--- src/rtl/mux_uart_tx.sv ---
// MUX0 serial transmit: bus-mapped status/data registers, FIFO, 8N1 shifter.
// Define MUX_UART_PARITY_EN for 8E1 frames with an even parity bit.
module mux_uart_tx #(
    parameter logic [15:0] BASE_ADDR  = 16'hF200,
    parameter int          CLK_DIV    = 16,
    parameter int          FIFO_DEPTH = 4
) (
    input  logic        clock,
    input  logic        reset,
    input  logic [15:0] address,
    input  logic        write_en,
    input  logic [7:0]  data_in,
    output logic [7:0]  data_out,
    output logic        hit,
    output logic        txd,
    output logic        tx_busy
);
    localparam int AW = $clog2(FIFO_DEPTH);
    localparam int BW = $clog2(CLK_DIV);
    localparam logic [AW:0]   FULL_CNT  = (AW+1)'(FIFO_DEPTH);
    localparam logic [BW-1:0] BAUD_MAX  = BW'(CLK_DIV - 1);
    localparam logic [15:0]   DATA_ADDR = BASE_ADDR + 16'd1;

`ifdef MUX_UART_PARITY_EN
    typedef enum logic [2:0] {IDLE, START, DATA, PARITY, STOP} state_t;
`else
    typedef enum logic [1:0] {IDLE, START, DATA, STOP} state_t;
`endif

    state_t          state, state_nx;
    logic [7:0]      fifo_mem [FIFO_DEPTH];
    logic [AW-1:0]   wr_ptr, rd_ptr;
    logic [AW:0]     count;
    logic [BW-1:0]   baud;
    logic [2:0]      bit_cnt;
    logic [7:0]      shreg;
    logic            overrun;
    logic            baud_wrap, fifo_empty, fifo_full;
    logic            wr_data, wr_stat, push, pop, txd_nx;
`ifdef MUX_UART_PARITY_EN
    logic            par_bit;
`endif

    assign wr_data    = write_en && (address == DATA_ADDR);
    assign wr_stat    = write_en && (address == BASE_ADDR);
    assign fifo_empty = (count == '0);
    assign fifo_full  = (count == FULL_CNT);
    assign baud_wrap  = (baud == BAUD_MAX);
    // A pop frees a slot in the same cycle, so a full FIFO still takes the byte.
    assign push       = wr_data && (!fifo_full || pop);

    assign hit      = (address == BASE_ADDR) || (address == DATA_ADDR);
    assign data_out = (address == BASE_ADDR)
                    ? {2'b00, overrun, 1'b0, ~tx_busy, 1'b0, ~fifo_full, 1'b0}
                    : 8'h00;

    always_ff @(posedge clock or posedge reset) begin
        if (reset) state <= IDLE;
        else       state <= state_nx;
    end

    always_comb begin
        state_nx = state;
        unique case (state)
            IDLE:   if (!fifo_empty) state_nx = START;
            START:  if (baud_wrap) state_nx = DATA;
`ifdef MUX_UART_PARITY_EN
            DATA:   if (baud_wrap && bit_cnt == 3'd7) state_nx = PARITY;
            PARITY: if (baud_wrap) state_nx = STOP;
`else
            DATA:   if (baud_wrap && bit_cnt == 3'd7) state_nx = STOP;
`endif
            STOP:   if (baud_wrap) state_nx = fifo_empty ? IDLE : START;
            default: state_nx = IDLE;
        endcase
    end

    always_comb begin
        pop    = 1'b0;
        txd_nx = 1'b1;
        unique case (state)
            IDLE:   pop = !fifo_empty;
            START:  txd_nx = 1'b0;
            DATA:   txd_nx = shreg[0];
`ifdef MUX_UART_PARITY_EN
            PARITY: txd_nx = par_bit;
`endif
            STOP:   pop = baud_wrap && !fifo_empty;
            default: ;
        endcase
    end

    always_ff @(posedge clock) begin
        if (push) fifo_mem[wr_ptr] <= data_in;
    end

    always_ff @(posedge clock or posedge reset) begin
        if (reset) begin
            wr_ptr  <= '0;
            rd_ptr  <= '0;
            count   <= '0;
            overrun <= 1'b0;
        end else begin
            if (push) wr_ptr <= wr_ptr + AW'(1);
            if (pop)  rd_ptr <= rd_ptr + AW'(1);
            unique case ({push, pop})
                2'b10:   count <= count + (AW+1)'(1);
                2'b01:   count <= count - (AW+1)'(1);
                default: count <= count;
            endcase
            if (wr_stat)
                overrun <= 1'b0;
            else if (wr_data && fifo_full && !pop)
                overrun <= 1'b1;
        end
    end

    // txd and tx_busy are registered from the current state, one clock behind it.
    always_ff @(posedge clock or posedge reset) begin
        if (reset) begin
            baud    <= '0;
            bit_cnt <= 3'd0;
            shreg   <= 8'h00;
            txd     <= 1'b1;
            tx_busy <= 1'b0;
`ifdef MUX_UART_PARITY_EN
            par_bit <= 1'b0;
`endif
        end else begin
            txd     <= txd_nx;
            tx_busy <= (state != IDLE) || !fifo_empty;
            if (state == IDLE) baud <= '0;
            else               baud <= baud_wrap ? '0 : baud + BW'(1);
            if (state != DATA)  bit_cnt <= 3'd0;
            else if (baud_wrap) bit_cnt <= bit_cnt + 3'd1;
            if (pop) begin
                shreg <= fifo_mem[rd_ptr];
`ifdef MUX_UART_PARITY_EN
                par_bit <= ^fifo_mem[rd_ptr];
`endif
            end else if (state == DATA && baud_wrap) begin
                shreg <= {1'b0, shreg[7:1]};
            end
        end
    end
endmodule

--- config.mk ---
export PLATFORM = sky130hd
export DESIGN_NAME = mux_uart_tx
export DESIGN_NICKNAME = d
export VERILOG_FILES = /design/src/rtl/mux_uart_tx.sv
export SDC_FILE = /design/constraint.sdc
export NUM_CORES = 1
export LEC_CHECK = 0
export CAP_MARGIN = 0
export CORE_MARGIN = 2
export CORE_UTILIZATION = 54
export CTS_CLUSTER_SIZE = 28
export DETAILED_ROUTE_END_ITERATION = 6
export GPL_TIMING_DRIVEN = 1
export HOLD_SLACK_MARGIN = 0.08
export PLACE_DENSITY = 0.78
export SYNTH_ARGS = -nofsm -noshare
export SYNTH_HDL_FRONTEND = slang
export SYNTH_SLANG_ARGS = --single-unit
--- constraint.sdc ---
create_clock -name clock -period 3.3 [get_ports clock]
set_clock_uncertainty 0.15 [all_clocks]
set_input_delay 0.66 -clock clock [delete_from_list [all_inputs] [get_ports clock]]
set_output_delay 0.66 -clock clock [all_outputs]
set_load 0.01 [all_outputs]
==> results.cfg <==
[yosys]
synth-main-ff-cell = edfxtp_1
async_flop_share_pct = 45.8
synth.distinct_cells = 42
yosys-top-cells-count = edfxtp_1 (32), dfrtp_1 (26), ha_1 (13), nand2_1 (13)
synth_area_um2 = 2690
synth_edf_count = 32
seq_area_frac_synth_pct = 60.8
yosys_warnings = 0
ys_seq_elements = 59
netlist_instances = 185
synthTopCellsByArea = edfxtp_1 (36%), dfrtp_1 (24%), mux4_2 (6.7%), ha_1 (6.0%), mux2i_1 (3.7%)
avgSynthCellArea_um2 = 14.6
yosysTopAreaCell = edfxtp_1
synth_top_area_share_pct = 35.7
synth_most_common_cell = edfxtp_1

[sta]
fmax_mhz = 313
fin_crit_sh_pct = 96.7
tns_ps = 0
hold_viol = 0
maxSlewHeadroom_pct = 62.8
period_minus_slack_ps = 3190
tightest_slew_ps = 554
drv_slew = 0
timing.final.ws_setup_ps = 109
rsz0062_at_grt = false
finalSetupViolCount = 0

[setup_path]
ff2ff_path_depth = 12
crit_arrival_ps = 2380
required_ps = 2490
critPathMaxFanout = 2
cp-end-kind = primary output
critPathKind = input pin to primary output
start_kind = input pin

[power]
power.density_nw_per_um2 = 695
ir_drop_mv = 0.392
leakage_nw = 1.35

[die]
rows = 25
chipHeight_um = 74.6
io_pins = 38
start_util_pct = 56.7
die-area_um2 = 5570
core-area_um2 = 4750
die_width_um = 74.6

[run]
drv_cap = 0

[global_routing]
grt_pass1_vias = 1664
grt_pass1_wl_um = 7650
grt_max_degree = 28
grt_overflow_total = 0
antenna_found_initial = 0
grtUsageTotal_pct = 19.0

[clocking]
clock_sinks = 59
htreeDepth = 3
root_buffer = clkbuf_8
clk_transition_reported_paths_ps = 70
cts_tree = yes
clock_path_buffers = 2
numCtsBuffers = 9
cts_hold_buffers = 0
clk-insertion-delay-late_ps = 320

[cells_and_area]
final_core_util_pct = 68.4
antenna_cells_inserted = 0
final_area_um2 = 3250
drive_gt1_share_pct = 19.4
area_delta_synth_final_pct = 20.7
layout.nets = 268

[routing]
drc = 0
wirelength_um = 4510
first_iter_violations = 77
drt_pass1_iterations = 4
post_drt_via_cell_ratio = 5.28
vias = 1578
antenna_left = 0
post_drt_wl_per_cell_um = 15.1

[outcome]
status = complete, no violations

[place]
hpwl_um = 3360
numPortBuffers = 32
gp_congestion = 0.757
place_area_um2 = 3080
pre_cts_slack_ps = -217

[hold_path]
min_path_type = flop to flop
hold_depth = 1
## placed cells by master (no fill, tap or decap), drive strengths merged, types with 3 or more instances in the layout
| cell | netlist | final |
|---|---|---|
| a31oi | 3 | 3 |
| and2 | 5 | 5 |
| buf | 7 | 6 |
| clkbuf | 4 | 12 |
| clkdlybuf4s50 | 0 | 28 |
| clkinvlp | 0 | 4 |
| conb | 1 | 5 |
| dfrtp | 26 | 26 |
| edfxtp | 32 | 32 |
| ha | 13 | 13 |
| inv | 10 | 11 |
| mux2i | 10 | 10 |
| mux4 | 8 | 8 |
| nand2 | 13 | 13 |
| nor2 | 5 | 5 |
| nor2b | 5 | 5 |
| nor3 | 3 | 3 |
| o21ai | 9 | 9 |
| xnor2 | 5 | 5 |
| xor2 | 3 | 3 |
## critical path: stages
cell	delay, ps
clkdlybuf4s50_1	400
or4b_4	550
nor4_4	310
buf_4	160
nand2_1	60
nor2_1	100
clkbuf_2	140
## where the power goes
| part | internal (mW) | switching (mW) | leakage (nW) |
|---|---|---|---|
| Combinational | 0.351 | 0.285 | 0.652 |
| Clock | 0.274 | 0.290 | 0.0779 |
| Sequential | 0.910 | 0.148 | 0.615 |
| Total | 1.54 | 0.723 | 1.35 |
## cells by family after synthesis
| logic type | after synthesis | synth area share [%] |
|---|---|---|
| flip-flops | 59 | 60.8 |
| AND/OR/NAND/NOR | 42 | 9.66 |
| buffers and inverters | 21 | 3.90 |
| AO/OA/AOI/OAI | 20 | 4.74 |
| multiplexers | 20 | 11.4 |
| adder cells (fa/ha/maj) | 14 | 6.78 |
| XOR/XNOR | 8 | 2.60 |
| other | 1 | 0.139 |
## flip-flops by register name, summed over array words and instances, names as in the netlist
register  flops
baud          4
txd           1
shreg         8
tx_busy       1
rd_ptr        2
state         2
wr_ptr        2
bit_cnt       3
fifo_mem     32
count         3
overrun       1
## timing repair
item | 4_1_cts | 5_1_grt
setup buffers | 1 | 0
resized for setup | 7 | 3
pin swaps | 1 | 1
setup endpoints to repair | 4 | 3
## routing by layer
metal	up-vias	share of wire, %	GRT usage, %
met5	-	0	0
met4	0	0.93	8.13
met3	6	3.1	4.82
met2	31	57	33.8
met1	794	39	21.7
li1	747	-	-
## final timing paths
path,start,to,slack (ps)
max,address[8],data_out[3],110
max reg2reg,state[0],count[2],450
min reg2reg,count[2],count[2],350
max in group asynchronous,reset,txd,2150
min,count[2],count[2],350
min in group asynchronous,reset,wr_ptr[0],540
## per-stage QoR
step           total power, mW  instances  hold WS, ps
2_1_floorplan             1.53        189          303
3_3_place_gp              1.66        282          321
3_5_place_dp              1.72        282          338
4_1_cts                   2.29        299          347
5_1_grt                   2.41        299          360
6_report                  2.26        299          347
## final cells by class
class                   instances  area (um2)
repair buffers                 38         349
flip-flops and latches         59        1640
clock inverters                 7        52.6
inverters                      10        37.5
clock buffers                   9         124
multi-input cells             109         966
fillers                       359        1500
well taps                      67        83.8
(Power assumes the default switching activity.)
